==> src/rtl/cp0_except_pkg.sv <==
// Shared CP0 constants: bus width, register numbers and exception codes.
// The pipeline controller decodes the same exception-code constants.
package cp0_except_pkg;

    localparam int unsigned REG_BUS_W = 32;
    localparam int unsigned EXC_W     = 4;
    localparam int unsigned REG_ADR_W = 5;

    localparam logic [REG_BUS_W-1:0] ZERO_WORD = 32'h0000_0000;

    localparam logic [REG_ADR_W-1:0] CP0_REG_COUNT   = 5'd9;
    localparam logic [REG_ADR_W-1:0] CP0_REG_COMPARE = 5'd11;
    localparam logic [REG_ADR_W-1:0] CP0_REG_STATUS  = 5'd12;
    localparam logic [REG_ADR_W-1:0] CP0_REG_CAUSE   = 5'd13;
    localparam logic [REG_ADR_W-1:0] CP0_REG_EPC     = 5'd14;

    localparam logic [EXC_W-1:0] EXC_NONE = 4'h0;
    localparam logic [EXC_W-1:0] EXC_INT  = 4'h1;
    localparam logic [EXC_W-1:0] EXC_RI   = 4'ha;
    localparam logic [EXC_W-1:0] EXC_OV   = 4'hc;
    localparam logic [EXC_W-1:0] EXC_TRAP = 4'hd;
    localparam logic [EXC_W-1:0] EXC_ERET = 4'he;

    // Codes that enter exception level and record ExcCode.
    function automatic logic is_fault(input logic [EXC_W-1:0] code);
        return (code != EXC_NONE) && (code != EXC_ERET);
    endfunction

endpackage

==> src/rtl/cp0_timer.sv <==
// Count/Compare timer; only instantiated when CP0_TIMER_EN is defined.
module cp0_timer
    import cp0_except_pkg::*;
(
    input  logic                 clk,
    input  logic                 rst,
    input  logic                 we_i,
    input  logic [4:0]           waddr_i,
    input  logic [31:0]          wdata_i,
    output logic [31:0]          count_o,
    output logic [31:0]          compare_o,
    output logic                 timer_int_o
);

    logic wr_count;
    logic wr_compare;

    assign wr_count   = we_i && (waddr_i == CP0_REG_COUNT);
    assign wr_compare = we_i && (waddr_i == CP0_REG_COMPARE);

    // Match raises the interrupt; only a Compare write drops it again.
    always_ff @(posedge clk) begin
        if (rst) begin
            count_o     <= ZERO_WORD;
            compare_o   <= ZERO_WORD;
            timer_int_o <= 1'b0;
        end else begin
            count_o <= wr_count ? wdata_i : count_o + 32'd1;
            if (wr_compare) begin
                compare_o   <= wdata_i;
                timer_int_o <= 1'b0;
            end else if ((compare_o != ZERO_WORD) && (count_o == compare_o)) begin
                timer_int_o <= 1'b1;
            end
        end
    end

endmodule

==> src/rtl/cp0_except.sv <==
// CP0 register file (Status/Cause/EPC) plus exception arbiter.
// Optional Count/Compare timer enabled by defining CP0_TIMER_EN.
module cp0_except
    import cp0_except_pkg::*;
(
    input  logic        clk,
    input  logic        rst,
    input  logic [5:0]  int_i,
    input  logic        we_i,
    input  logic [4:0]  waddr_i,
    input  logic [31:0] wdata_i,
    input  logic [4:0]  raddr_i,
    output logic [31:0] rdata_o,
    input  logic        exc_valid_i,
    input  logic        stall_i,
    input  logic        exc_ri_i,
    input  logic        exc_ov_i,
    input  logic        exc_trap_i,
    input  logic        exc_eret_i,
    input  logic [31:0] pc_i,
    input  logic        in_delay_slot_i,
    output logic [3:0]  execode_o,
    output logic [31:0] epc_o,
    output logic        timer_int_o
);

    logic [7:0]  status_im;
    logic        status_exl;
    logic        status_ie;
    logic        cause_bd;
    logic [5:0]  ip_hw;
    logic [1:0]  ip_sw;
    logic [4:0]  exc_code;
    logic [31:0] epc;
    logic [31:0] count;
    logic [31:0] compare;
    logic [7:0]  cause_ip;
    logic        int_req;
    logic [31:0] status_word;
    logic [31:0] cause_word;

`ifdef CP0_TIMER_EN
    cp0_timer u_timer (
        .clk         (clk),
        .rst         (rst),
        .we_i        (we_i),
        .waddr_i     (waddr_i),
        .wdata_i     (wdata_i),
        .count_o     (count),
        .compare_o   (compare),
        .timer_int_o (timer_int_o)
    );
`else
    assign count       = ZERO_WORD;
    assign compare     = ZERO_WORD;
    assign timer_int_o = 1'b0;
`endif

    assign cause_ip    = {ip_hw[5] | timer_int_o, ip_hw[4:0], ip_sw};
    assign int_req     = status_ie && !status_exl && ((cause_ip & status_im) != 8'h00);
    assign status_word = {16'h0000, status_im, 6'h00, status_exl, status_ie};
    assign cause_word  = {cause_bd, 15'h0000, cause_ip, 1'b0, exc_code, 2'b00};
    assign epc_o       = (we_i && (waddr_i == CP0_REG_EPC)) ? wdata_i : epc;

    // Priority arbiter, gated by the take condition.
    always_comb begin
        execode_o = EXC_NONE;
        if (!rst && exc_valid_i && !stall_i) begin
            if (int_req)         execode_o = EXC_INT;
            else if (exc_ri_i)   execode_o = EXC_RI;
            else if (exc_ov_i)   execode_o = EXC_OV;
            else if (exc_trap_i) execode_o = EXC_TRAP;
            else if (exc_eret_i) execode_o = EXC_ERET;
        end
    end

    always_comb begin
        rdata_o = ZERO_WORD;
        if (we_i && (waddr_i == raddr_i)) begin
            rdata_o = wdata_i;
        end else begin
            case (raddr_i)
                CP0_REG_COUNT:   rdata_o = count;
                CP0_REG_COMPARE: rdata_o = compare;
                CP0_REG_STATUS:  rdata_o = status_word;
                CP0_REG_CAUSE:   rdata_o = cause_word;
                CP0_REG_EPC:     rdata_o = epc;
                default:         rdata_o = ZERO_WORD;
            endcase
        end
    end

    // mtc0 first; exception updates then override the fields they own.
    always_ff @(posedge clk) begin
        if (rst) begin
            status_im  <= 8'h00;
            status_exl <= 1'b0;
            status_ie  <= 1'b0;
            cause_bd   <= 1'b0;
            ip_hw      <= 6'h00;
            ip_sw      <= 2'b00;
            exc_code   <= 5'h00;
            epc        <= ZERO_WORD;
        end else begin
            ip_hw <= int_i;
            if (we_i) begin
                case (waddr_i)
                    CP0_REG_STATUS: begin
                        status_im  <= wdata_i[15:8];
                        status_exl <= wdata_i[1];
                        status_ie  <= wdata_i[0];
                    end
                    CP0_REG_CAUSE: ip_sw <= wdata_i[9:8];
                    CP0_REG_EPC:   epc   <= wdata_i;
                    default: ;
                endcase
            end
            if (execode_o == EXC_ERET) begin
                status_exl <= 1'b0;
            end else if (is_fault(execode_o)) begin
                status_exl <= 1'b1;
                exc_code   <= {1'b0, execode_o};
                if (!status_exl) begin
                    cause_bd <= in_delay_slot_i;
                    epc      <= in_delay_slot_i ? pc_i - 32'd4 : pc_i;
                end
            end
        end
    end

endmodule

==> config.mk <==
export PLATFORM = sky130hd
export DESIGN_NAME = cp0_except
export DESIGN_NICKNAME = d
export VERILOG_FILES = /design/src/rtl/cp0_except_pkg.sv /design/src/rtl/cp0_timer.sv /design/src/rtl/cp0_except.sv
export SDC_FILE = /design/constraint.sdc
export NUM_CORES = 1
export LEC_CHECK = 0
export BUFFER_PORTS_ARGS = -buffer_cell sky130_fd_sc_hd__buf_2
export CORE_MARGIN = 5
export CORE_UTILIZATION = 43
export DETAILED_ROUTE_END_ITERATION = 6
export PLACE_DENSITY = 0.76
export SLEW_MARGIN = 10
export SYNTH_ARGS = -nofsm -noshare
export SYNTH_HDL_FRONTEND = slang
export SYNTH_SLANG_ARGS = --single-unit
==> constraint.sdc <==
create_clock -name clk -period 1.86 [get_ports clk]
set_input_delay 0.279 -clock clk [delete_from_list [all_inputs] [get_ports clk]]
set_output_delay 0.279 -clock clk [all_outputs]
set_load 0.05 [all_outputs]
==> results.txt <==
The flow ran to the end, but the final reports show violations. The final reports fail on setup timing. The number of sinks on the clock net came out at 55. The internal power component came out at 2.007 mW.

The biggest fanout along the worst timing path is 5. The worst-case headroom to the max-slew limit is 54.64%. The number of global-route vias before repair came out at 5006. The required time of the critical path is 1.58 ns. After filler insertion, the fill cell instance count of the layout stands at 457. Counting flops with an async set or reset pin after synthesis yields a share of 0%. The clock period minus final worst setup slack came out at 2.139 ns. The clock network accounts for 23.3% of the total power. The global-route congestion overflow total came out at 0. The number of nets in the layout came out at 809. The initial antenna violation count is 0.

For this design the ratio of total power to cell area is 429.1 nW/um^2. The initial detailed-routing violation count is 352. The placed wire-length estimate after detailed placement is 10080 um. The combined flip-flop and latch cell area came out at 1116 um^2. Setup repair after global routing could not meet its margin everywhere.

The portion of total power attributed to sequential cells is 40.4%. Clock tree synthesis inserted a total of 5 buffers. TritonCTS built the clock tree. The critical path is of the in2out type.

The switching part of the total power is 36.57%. After detailed routing, the number of remaining DRC violations is 0. The number of top-level design ports came out at 159. The count of buffers from port buffering came out at 157. The initial core utilization is 43.77%.

The synthesized netlist contains 53 unique library cells. The average detailed-routed wire length per instance is 23.98 um. The final count of pins violating max slew was 0. The maximum operating frequency came out at 0.4675 GHz. The core box area is 8636 um^2. STA classifies the critical path endpoint as a primary output. The vertical extent of the die came out at 103.8 um.

In the layout the commonest cells are 84 x sky130_fd_sc_hd__buf_2, 75 x sky130_fd_sc_hd__buf_6, 66 x sky130_fd_sc_hd__nor2_1. The area fraction in and, or, nand and nor cells after synthesis is 25.75%. For this run, the detailed router's first-pass iteration total came to 5. The share of synthesized cell area in full adder, half adder and majority cells came out at 0.3310%.

Counting flops and latches in the post-synthesis netlist gives 55. The worst slack after detailed placement came out at -0.2933 ns. Once layout is complete, the cells apart from fillers number 827. The share of total power dissipated in combinational logic is 36.3%.

The average vias per placed instance came out at 6.193. The clock transition time at the flip-flop clock pins of the worst setup and hold paths came out at 0.12 ns. The last weighted congestion value of the routability-driven placer is 0.8304. The number of warning messages in the yosys log is 0.

The synthesized cell area is 3780 um^2. Counting every instance in the synthesized netlist gives 475. Leaving out fill and tap cells, the most frequent cell in the layout is sky130_fd_sc_hd__buf_2. The routed design has 19830 um of wire.

The transition time at the pin with the least slew margin is 0.6803 ns. The pin count of the biggest net entering global routing came out at 56. Including well taps, the total number of placed cells is 780. The total of max-cap violations came out at 0.

No sink is reached through more buffers than the 2 on the longest clock path. The count of flip-flops with a built-in enable after synthesis is 0. STA puts the critical path data arrival time at 1.86 ns. The final count of negative-setup-slack endpoints came out at 95. The mean post-synth cell area came out at 7.958 um^2. The die covers 10770 um^2.

The multi-input combinational cells in the finished layout cover a total of 3366 um^2. sky130_fd_sc_hd__dfxtp_1 takes more of the synthesized area than any other cell. The later pin in the worst-skew pair is clocked with a latency of 0.32 ns. The utilization after layout is 85.37%.

The maximum VDD drop came out at 0.3881 mV. In this run the power spent charging and discharging nets is 1.157 mW. After synthesis, the largest family of logic cells by area is simple AND/OR/NAND/NOR gates. The H-tree generated during clock tree synthesis spans 2 levels. In the synthesized netlist the dominant register cell turns out to be sky130_fd_sc_hd__dfxtp_1. The share of the synthesized area in the top cell type came out at 29.13%.

The count of antenna diodes in the layout came out at 0. The xor and xnor fraction of the mapped netlist area came out at 7.646%. Across all layers, the routed design uses 5122 vias. The cell row count came out at 34. The all-layer global routing usage came out at 29.36%. The worst path uses 115.0% of the clock period. The sequential fraction of the synthesis area is 29.13%. The cell sitting at the root of the clock tree is a sky130_fd_sc_hd__clkbuf_8. The multiplexer share of the synthesized area is 13.24%.

Clock skew on the completed layout was measured at 0.01386 ns. The synthesized-area fraction occupied by ao, oa, aoi and oai cells is 18.17%. The class of the most critical hold timing path is in2reg. Measured along the x axis, the die boundary spans 103.8 um. The worst setup path is launched from an input port. The slack of the critical path is -0.2788 ns. The area overhead of the layout relative to synthesis is 95.03%. The hold violation count in the final report was 0.

Cells with a size suffix above 1 make up 61.75% of the layout. The post-synthesis net count is 566. The global-route wire length before repair is 26240 um. The count of hold-fix buffers inserted at cts came out at 0. Once detail routing completed, the nets flagged for antenna violations numbered 0. In the post-synthesis netlist, the biggest area contributors are sky130_fd_sc_hd__dfxtp_1 29%, sky130_fd_sc_hd__mux2_2 12%, sky130_fd_sc_hd__nor2_1 7.3%. Summed over all cells, the static leakage comes to 3.169 nW.
[worst max-delay path, stage by stage]
cell	delay [ns]
sky130_fd_sc_hd__buf_8	0.10
sky130_fd_sc_hd__xor2_2	0.17
sky130_fd_sc_hd__nor4_2	0.32
sky130_fd_sc_hd__and3_4	0.27
sky130_fd_sc_hd__buf_6	0.13
sky130_fd_sc_hd__buf_12	0.12
sky130_fd_sc_hd__buf_16	0.13
sky130_fd_sc_hd__buf_12	0.11
sky130_fd_sc_hd__o21ai_4	0.05
sky130_fd_sc_hd__buf_6	0.17
[kinds of logic (layout without fill, tap and decap cells)]
kind of cell | after synthesis | in the layout
simple gates | 192 | 192
compound gates | 105 | 106
flops | 55 | 55
mux | 45 | 45
buf+inv | 43 | 286
xor+xnor | 33 | 33
fa+ha+maj | 1 | 1
other cells | 1 | 1
[power by group through the flow]
stage	combinational, mW	clock, mW	sequential (mW)
after floorplan	0.514	0	1.28
after global placement	0.818	0	1.29
after detailed placement	0.834	0	1.29
after CTS	0.989	0.722	1.27
after global routing	1.19	0.779	1.28
final	1.15	0.738	1.28
[stage by stage]
step | hold slack, ns | setup TNS [ns] | instance area [um^2] | total power, mW
CTS | 0.1591 | -10.02 | 6849 | 2.980
floorplan | 0.4072 | -1.573 | 4345 | 1.797
detailed placement | 0.4523 | -16.24 | 5652 | 2.126
global route | 0.1850 | -16.74 | 7372 | 3.253
global placement | 0.4504 | -12.06 | 5652 | 2.108
finish | 0.1658 | -13.51 | 7372 | 3.164
[cell type report]
class | count | area share (%)
Multi-Input combinational cell | 378 | 45.66
Timing Repair Buffer | 266 | 35.49
Clock inverter | 3 | 0.3394
Clock buffer | 5 | 0.9335
Sequential cell | 55 | 15.14
Inverter | 12 | 0.6110
Tap cell | 108 | 1.833
[cell usage after synthesis (5+ instances only)]
master	number
sky130_fd_sc_hd__buf_2	8
sky130_fd_sc_hd__xor2_1	24
sky130_fd_sc_hd__o21ai_0	28
sky130_fd_sc_hd__xnor2_1	9
sky130_fd_sc_hd__a21oi_1	24
sky130_fd_sc_hd__nor2b_1	8
sky130_fd_sc_hd__dfxtp_1	55
sky130_fd_sc_hd__nand4_1	9
sky130_fd_sc_hd__clkbuf_1	16
sky130_fd_sc_hd__inv_1	12
sky130_fd_sc_hd__a221oi_1	8
sky130_fd_sc_hd__mux2_2	40
sky130_fd_sc_hd__nand2_1	51
sky130_fd_sc_hd__nor2_1	74
sky130_fd_sc_hd__nor3_1	11
sky130_fd_sc_hd__a22oi_1	10
sky130_fd_sc_hd__a211oi_1	27
sky130_fd_sc_hd__mux2i_1	5
[metal layers]
layer | share of wire [%] | vias up | track usage [%] | routed length, um
met5 | 0 | - | 0 | 0
met4 | 5.0 | 0 | 9.436 | 982
met3 | 8.6 | 86 | 5.908 | 1712
met2 | 52 | 365 | 53.19 | 10210
met1 | 35 | 2490 | 34.35 | 6920
li1 | - | 2181 | - | -
[final timing paths]
path	start	endpoint	slack (ns)	cells after the start
min	int_i[3]	ip_hw[3]	0.17	2
max	raddr_i[1]	rdata_o[3]	-0.28	10
min reg2reg	cause_bd	cause_bd	0.47	2
max reg2reg	status_im[7]	epc[2]	-0.07	8
[flip-flops by register name (all words and copies together) (netlist names)]
name        cells
epc            32
status_im       8
ip_hw           6
exc_code        4
ip_sw           2
cause_bd        1
status_exl      1
status_ie       1
[what timing repair did]
item / 4_1_cts / 5_1_grt
gates cloned: 7 / 9
pin swaps: 19 / 17
setup endpoints to repair: 69 / 91
hold endpoints to repair: 0 / 0
resized for setup: 217 / 86
buffers inserted: 17 / 10
No activity file was read; power rests on OpenSTA's default activity.
